`config.mk`:
```
export PLATFORM = sky130hd
export DESIGN_NAME = if_id_pipeline_reg
export DESIGN_NICKNAME = d
export VERILOG_FILES = /design/src/rtl/if_id_pipeline_reg.sv
export SDC_FILE = /design/constraint.sdc
export NUM_CORES = 1
export LEC_CHECK = 0
export BUFFER_PORTS_ARGS = -buffer_cell sky130_fd_sc_hd__buf_2
export CORE_ASPECT_RATIO = 0.75
export CORE_MARGIN = 1.5
export CORE_UTILIZATION = 50
export CTS_CLUSTER_SIZE = 28
export DETAILED_ROUTE_END_ITERATION = 16
export PLACE_DENSITY_LB_ADDON = 0.15
export SYNTH_ARGS = -nofsm -noshare
export SYNTH_HDL_FRONTEND = slang
export SYNTH_SLANG_ARGS = --single-unit
```
`constraint.sdc`:
```
create_clock -name CLK -period 4.3 [get_ports CLK]
set_input_delay 0.43 -clock CLK [delete_from_list [all_inputs] [get_ports CLK]]
set_output_delay 0.43 -clock CLK [all_outputs]
set_load 0.02 [all_outputs]
```
`src/rtl/if_id_pipeline_reg.sv`:
```
// IF/ID pipeline register for the RV32IM 5-stage core, with immediate-format
// pre-decode registered alongside the instruction so decode sees stable operands.
module if_id_pipeline_reg #(
   parameter int                XLEN      = 32,
   parameter logic [31:0]       NOP_INSTR = 32'h00000013,
   parameter logic [XLEN-1:0]   RESET_PC  = {XLEN{1'b0}}
) (
   input  logic              CLK,
   input  logic              RESET_N,
   input  logic [31:0]       IF_INSTR,
   input  logic [XLEN-1:0]   IF_PC,
   input  logic              IF_VALID,
   input  logic              STALL,
   input  logic              FLUSH,
   output logic [31:0]       ID_INSTR,
   output logic [XLEN-1:0]   ID_PC,
   output logic [XLEN-1:0]   ID_PC4,
   output logic              ID_VALID,
   output logic [24:0]       ID_INSTR_BITS,
   output logic [2:0]        ID_IMM_SEL,
   output logic              ID_ILLEGAL
);

   localparam logic [XLEN-1:0] PC_STEP = {{(XLEN-3){1'b0}}, 3'd4};

   // Returns {illegal, imm_sel}; OP (incl. M-ext), SYSTEM and FENCE are legal.
   function automatic logic [3:0] predecode(input logic [6:0] opc);
      case (opc)
         7'b0010011, 7'b0000011, 7'b1100111: predecode = {1'b0, 3'b000};
         7'b0100011:                         predecode = {1'b0, 3'b001};
         7'b1100011:                         predecode = {1'b0, 3'b010};
         7'b0110111, 7'b0010111:             predecode = {1'b0, 3'b011};
         7'b1101111:                         predecode = {1'b0, 3'b100};
         7'b0110011:                         predecode = {1'b0, 3'b111};
         7'b1110011, 7'b0001111:             predecode = {1'b0, 3'b000};
         default:                            predecode = {1'b1, 3'b111};
      endcase
   endfunction

   logic [31:0]     instr_d,   instr_q;
   logic [XLEN-1:0] pc_d,      pc_q;
   logic [XLEN-1:0] pc4_d,     pc4_q;
   logic            valid_d,   valid_q;
   logic [2:0]      imm_sel_d, imm_sel_q;
   logic            illegal_d, illegal_q;
   logic [31:0]     load_instr_s;
   logic [3:0]      dec_s;

   // Next-state selection: flush beats stall beats load; bubbles load a NOP.
   always_comb begin
      instr_d      = instr_q;
      pc_d         = pc_q;
      pc4_d        = pc4_q;
      valid_d      = valid_q;
      imm_sel_d    = imm_sel_q;
      illegal_d    = illegal_q;
      load_instr_s = IF_VALID ? IF_INSTR : NOP_INSTR;
      dec_s        = predecode(load_instr_s[6:0]);
      if (FLUSH) begin
         instr_d   = NOP_INSTR;
         valid_d   = 1'b0;
         imm_sel_d = 3'b000;
         illegal_d = 1'b0;
      end else if (STALL) begin
         instr_d   = instr_q;
         valid_d   = valid_q;
         imm_sel_d = imm_sel_q;
         illegal_d = illegal_q;
      end else begin
         instr_d   = load_instr_s;
         pc_d      = IF_PC;
         pc4_d     = IF_PC + PC_STEP;
         valid_d   = IF_VALID;
         imm_sel_d = dec_s[2:0];
         illegal_d = IF_VALID & dec_s[3];
      end
   end

   // Pipeline state with synchronous active-low reset.
   always_ff @(posedge CLK) begin
      if (!RESET_N) begin
         instr_q   <= NOP_INSTR;
         pc_q      <= RESET_PC;
         pc4_q     <= RESET_PC + PC_STEP;
         valid_q   <= 1'b0;
         imm_sel_q <= 3'b000;
         illegal_q <= 1'b0;
      end else begin
         instr_q   <= instr_d;
         pc_q      <= pc_d;
         pc4_q     <= pc4_d;
         valid_q   <= valid_d;
         imm_sel_q <= imm_sel_d;
         illegal_q <= illegal_d;
      end
   end

   assign ID_INSTR      = instr_q;
   assign ID_PC         = pc_q;
   assign ID_PC4        = pc4_q;
   assign ID_VALID      = valid_q;
   assign ID_INSTR_BITS = instr_q[31:7];
   assign ID_IMM_SEL    = imm_sel_q;
   assign ID_ILLEGAL    = illegal_q;

endmodule
```
; ---- Yosys cells after proc, flatten, opt, wreduce, memory -nomap -nowiden
; Index checks and enable logic that the tools add are counted.
; Widths: inputs -> output; s select.
[totals]
register_bits = 101
inputBits = 69
word_cells = 28
[classes]
n_addsub = 1
n_eq_ne = 11
n_mux = 2
bitwise_logic = 4
n_reduce_logical = 4
[ops]
columns = operator, n
row1 = $add 32x3->32 const B, 1
row2 = $mux 32, 1
row3 = $eq 7x7->1 const B, 4
row4 = $pmux 4 s6, 1
row5 = $eq 7x6->1 const B, 3
row6 = $eq 7x5->1 const B, 2
row7 = $eq 7x2->1 const B, 1
row8 = $eq 7x4->1 const B, 1
row9 = $reduce_or 5->1, 1
row10 = $reduce_or 2->1, 2
row11 = $not 1->1, 3
row12 = $reduce_and 2->1, 1
row13 = $and 1x1->1, 1

; ---- Logic depth before layout (Yosys ltp)
[logic_depth]
depth_word = 5
ltp_mapped = 6
mapped_depth_nobuf = 6

; ---- Least setup slack after synthesis
; OpenSTA, ideal clock, no wires.
[synth_timing]
path_type = in2reg
from = input IF_PC[2]
to = register pc4_q[18] (netlist: ID_PC4[18])
setup_time_ns = 0.086
t_arrival_ns = 1.728
required_time_ns = 4.214
path_slack_ns = 2.487
cell_stages = 6
path_cell_list = ha_1 nand3_2 nor3_1 nand3_1 xor2_1 a211oi_1
[synth_between]
elab_chain_cells = 1
[synth_lines]
columns = element, line
row1 = from (decl), 11  ; input logic [XLEN-1:0] IF_PC,
row2 = $add 32x3->32, 72  ; pc4_d = IF_PC + PC_STEP;
row3 = to (signal assigned), 84  ; pc4_q <= RESET_PC + PC_STEP;
row4 = to (signal assigned), 91  ; pc4_q <= pc4_d;
row5 = to (decl), 42  ; logic [XLEN-1:0] pc4_d, pc4_q;
; Every way passes these cells.
; A chain may end at the register's enable or synchronous reset.

; ---- Worst setup path after layout
[layout_timing]
from = input STALL
to = register pc_q[27] (netlist: ID_PC[27])
[layout_between]
elab_chain_cells = 2
[layout_lines]
columns = element, line
row1 = from (decl), 13  ; input logic STALL,
row2 = $not 1->1 (no source line), -
row3 = $reduce_and 2->1 (no source line), -
row4 = to (signal assigned), 90  ; pc_q <= pc_d;
row5 = to (decl), 41  ; logic [XLEN-1:0] pc_d, pc_q;
; Every way passes these cells.

==> flow_summary.ini <==
[status]
outcome = completed

[yosys]
muxShareOfSynthArea = 0
synthesis.yosys.warnings = 0
yosys_top_cell_area_share = 0.480
synth_enable_flop_cells = 0
postSynthCellCount = 498
synth_ff_type = sky130_fd_sc_hd__dfxtp_1
post_synth_num_cell_types = 37
synth_largest_area_cell = sky130_fd_sc_hd__dfxtp_1
synthSimpleGateAreaFrac = 0.196
synth_seq_cells = 99
synth_area_per_cell_um2 = 8.30
syn-cell-area_um2 = 4130
synthMostInstantiatedCell = sky130_fd_sc_hd__dfxtp_1
synth_top_family_by_area = simple AND/OR/NAND/NOR gates
post_synth_fa_ha_maj_area_fraction = 0.00303
post_synth_main_area_contributors = sky130_fd_sc_hd__dfxtp_1 (48%), sky130_fd_sc_hd__nand2_1 (7.4%), sky130_fd_sc_hd__a21oi_1 (7.1%), sky130_fd_sc_hd__a22oi_1 (4.9%), sky130_fd_sc_hd__buf_4 (4.9%)
postSynthNetCount = 568
async_reset_ff_frac = 0
seq_area_frac_synth = 0.480
synth_compound_gate_area_share = 0.183
synthTopCellsByCount = sky130_fd_sc_hd__dfxtp_1 (99), sky130_fd_sc_hd__nand2_1 (82), sky130_fd_sc_hd__a21oi_1 (59)
post_synth_xor_xnor_area = 0.0593

[setup_path]
timing.critical_path.fanout_max = 55
required_ns = 4.59
crit_arrival_ns = 2.31
crit_type = in -> reg
critPathCaptureType = flip-flop
worst_setup_path_start_kind = input port

[global_route]
pin_count_of_the_biggest_net_entering_global_routing = 56
antenna_found_initial = 0
grt.overflow.total = 0
first_global_vias = 3419
aggregate_global_route_resource_usage = 0.236
use_met2 = 0.349
globalRouteMet3Util = 0.0706
grt_use_met1 = 0.330
grt_first_pass_wirelength_um = 16300
grt-busiest-layer = met2

[clock_tree]
tritoncts.num_buffers = 9
post_cts_resized = 0
clkTransAtPathRegs_ns = 0.09
root_buffer_cell = sky130_fd_sc_hd__clkbuf_8
clock_sink_count = 99
ctsHtreeMaxLevel = 3
clock_tree.buffer_depth = 2
post_cts_buffers = 0
holdBufCountCts = 0
tritoncts = done
clock_latency_ns = 0.36

[sta]
fin_setup_tns_ns = 0
report.final.setup_viol = 0
report.final.slew_viol_count = 0
min_period_over_period = 0.470
fin_ws_ns = 2.28
fmax_mhz = 494
fin_crit_ns = 2.02
finalHoldViolations = 0
finalClockSkew_ns = 0
finalHoldWorstSlack_ns = 0.290
rsz0062_at_grt = no
worst_tran_pin_value_ns = 1.14
slew_hr = 0.242

[drt]
dr.pass1.iters = 5
route.vias.total = 3939
drt-initial-drc-count = 254
final_routed_wire_length_divided_by_cell_count_um = 14.1
detailed_route_drc_error_count = 0
detail-route-antenna-nets = 0
viasPerCell = 5.19
routed_wirelength_um = 10700

[floorplanning]
fp.dieW_um = 108
pin_count = 195
fp.dieArea_um2 = 8830
rows = 28
effective_utilization_at_floorplan = 0.520
die-height_um = 81.7
fp.coreArea_um2 = 7950

[cells_and_area]
antenna_cells = 0
synthToLayoutAreaGrowth_pct = 25.2
final_core_util = 0.650
drive_gt1_frac = 0.336
final-instance-count-excl-fill = 759
design.final.nets = 719
nFillCells = 684

[pwr]
worst_ir_drop_vdd_v = 0.000275
pwr_density_cell_nw_per_um2 = 371
leakage_power_figure_nw = 2.35

[placed_design]
gp_routability_congestion = 0.842
placement.setup.worst_slack_ns = 1.92
placed_instances = 743
place.port_buffers = 194
place.detailed.hpwl_um = 7790

[flow_run]
maxCapViolations = 0

[hold_path]
hold_path.class = in -> reg
==> power breakdown <==
part / total [mW] / internal (mW) / switching (mW)
clock: 0.663 / 0.331 / 0.332
sequential: 0.977 / 0.956 / 0.0210
combinational: 0.276 / 0.0955 / 0.181
==> registers in the layout, indices dropped and copies added, names as in the netlist <==
signal,cells
ID_INSTR,32
ID_PC,32
ID_PC4,30
ID_IMM_SEL,3
ID_ILLEGAL,1
ID_VALID,1
==> worst max-delay path, stage by stage <==
cell and delay [ns]:
sky130_fd_sc_hd__buf_2 0.32, sky130_fd_sc_hd__nor2_4 0.67, sky130_fd_sc_hd__buf_4 0.55, sky130_fd_sc_hd__nand2_1 0.13
sky130_fd_sc_hd__a21oi_1 0.18
==> per-stage QoR <==
stage	instance area, um^2	total power [mW]
after floorplan	4130	1.16
after global placement	4950	1.27
after detailed placement	4950	1.27
after CTS	5170	1.93
after global routing	5170	2.00
final	5170	1.92
==> path summary, 6_finish.rpt <==
check                            startpoint                         to  slack [ns]  cells after the start
setup reg to reg  ID_INSTR[27]$_SDFFE_PP0N_  ID_INSTR[27]$_SDFFE_PP0N_        3.55                      2
setup / recovery                      STALL     ID_PC[27]$_SDFFE_PN0P_        2.28                      5
hold / removal                 IF_INSTR[24]  ID_INSTR[24]$_SDFFE_PP0N_        0.29                      3
hold reg to reg      ID_PC[23]$_SDFFE_PN0P_     ID_PC[23]$_SDFFE_PN0P_        0.46                      2
==> metal layers <==
layer | routed length [um] | part of all wire
met1 | 5070 | 0.47
met2 | 4720 | 0.44
met3 | 773 | 0.072
met4 | 153 | 0.014
met5 | 0 | 0
==> layout make-up <==
cell class,count,area [um^2],area share
multi-input cells,338,1830,0.354
clock inverters,7,100,0.0194
clock buffers,9,124,0.0239
well taps,105,131,0.0254
repair buffers,196,986,0.191
flip-flops and latches,99,1980,0.383
inverters,5,18.8,0.00363
==> layout by cell type, fill, tap and decap left out, types with 2 or more instances in the layout <==
cell and instances:
sky130_fd_sc_hd__buf_2 194, sky130_fd_sc_hd__dfxtp_1 99, sky130_fd_sc_hd__nand2_1 82, sky130_fd_sc_hd__a21oi_1 59, sky130_fd_sc_hd__nor2_1 45, sky130_fd_sc_hd__a22oi_1 27, sky130_fd_sc_hd__o21ai_0 25, sky130_fd_sc_hd__xor2_1 14
sky130_fd_sc_hd__xnor2_1 14, sky130_fd_sc_hd__nand3_1 10, sky130_fd_sc_hd__nand4_1 9, sky130_fd_sc_hd__clkbuf_8 9, sky130_fd_sc_hd__a211oi_1 8, sky130_fd_sc_hd__and3_1 6, sky130_fd_sc_hd__nor3_1 5, sky130_fd_sc_hd__o22ai_1 3
sky130_fd_sc_hd__or2_2 3, sky130_fd_sc_hd__inv_1 3, sky130_fd_sc_hd__nor4_1 3, sky130_fd_sc_hd__nand2b_1 3, sky130_fd_sc_hd__a31oi_1 3, sky130_fd_sc_hd__clkinvlp_4 3, sky130_fd_sc_hd__clkinv_1 2, sky130_fd_sc_hd__and4_1 2
sky130_fd_sc_hd__nand3b_1 2, sky130_fd_sc_hd__a311oi_1 2, sky130_fd_sc_hd__bufinv_16 2, sky130_fd_sc_hd__inv_6 2, sky130_fd_sc_hd__buf_4 2
==> logic make-up (layout without fill, tap and decap cells) <==
logic type	count (synthesis)	after routing
AOI/OAI and AO/OA	129	129
xor gates and xnor gates	28	28
adders and majority gates	1	1
buffers and inverters	61	217
DFF	99	99
and+or+nand+nor	180	180
(Power assumes the default switching activity.)
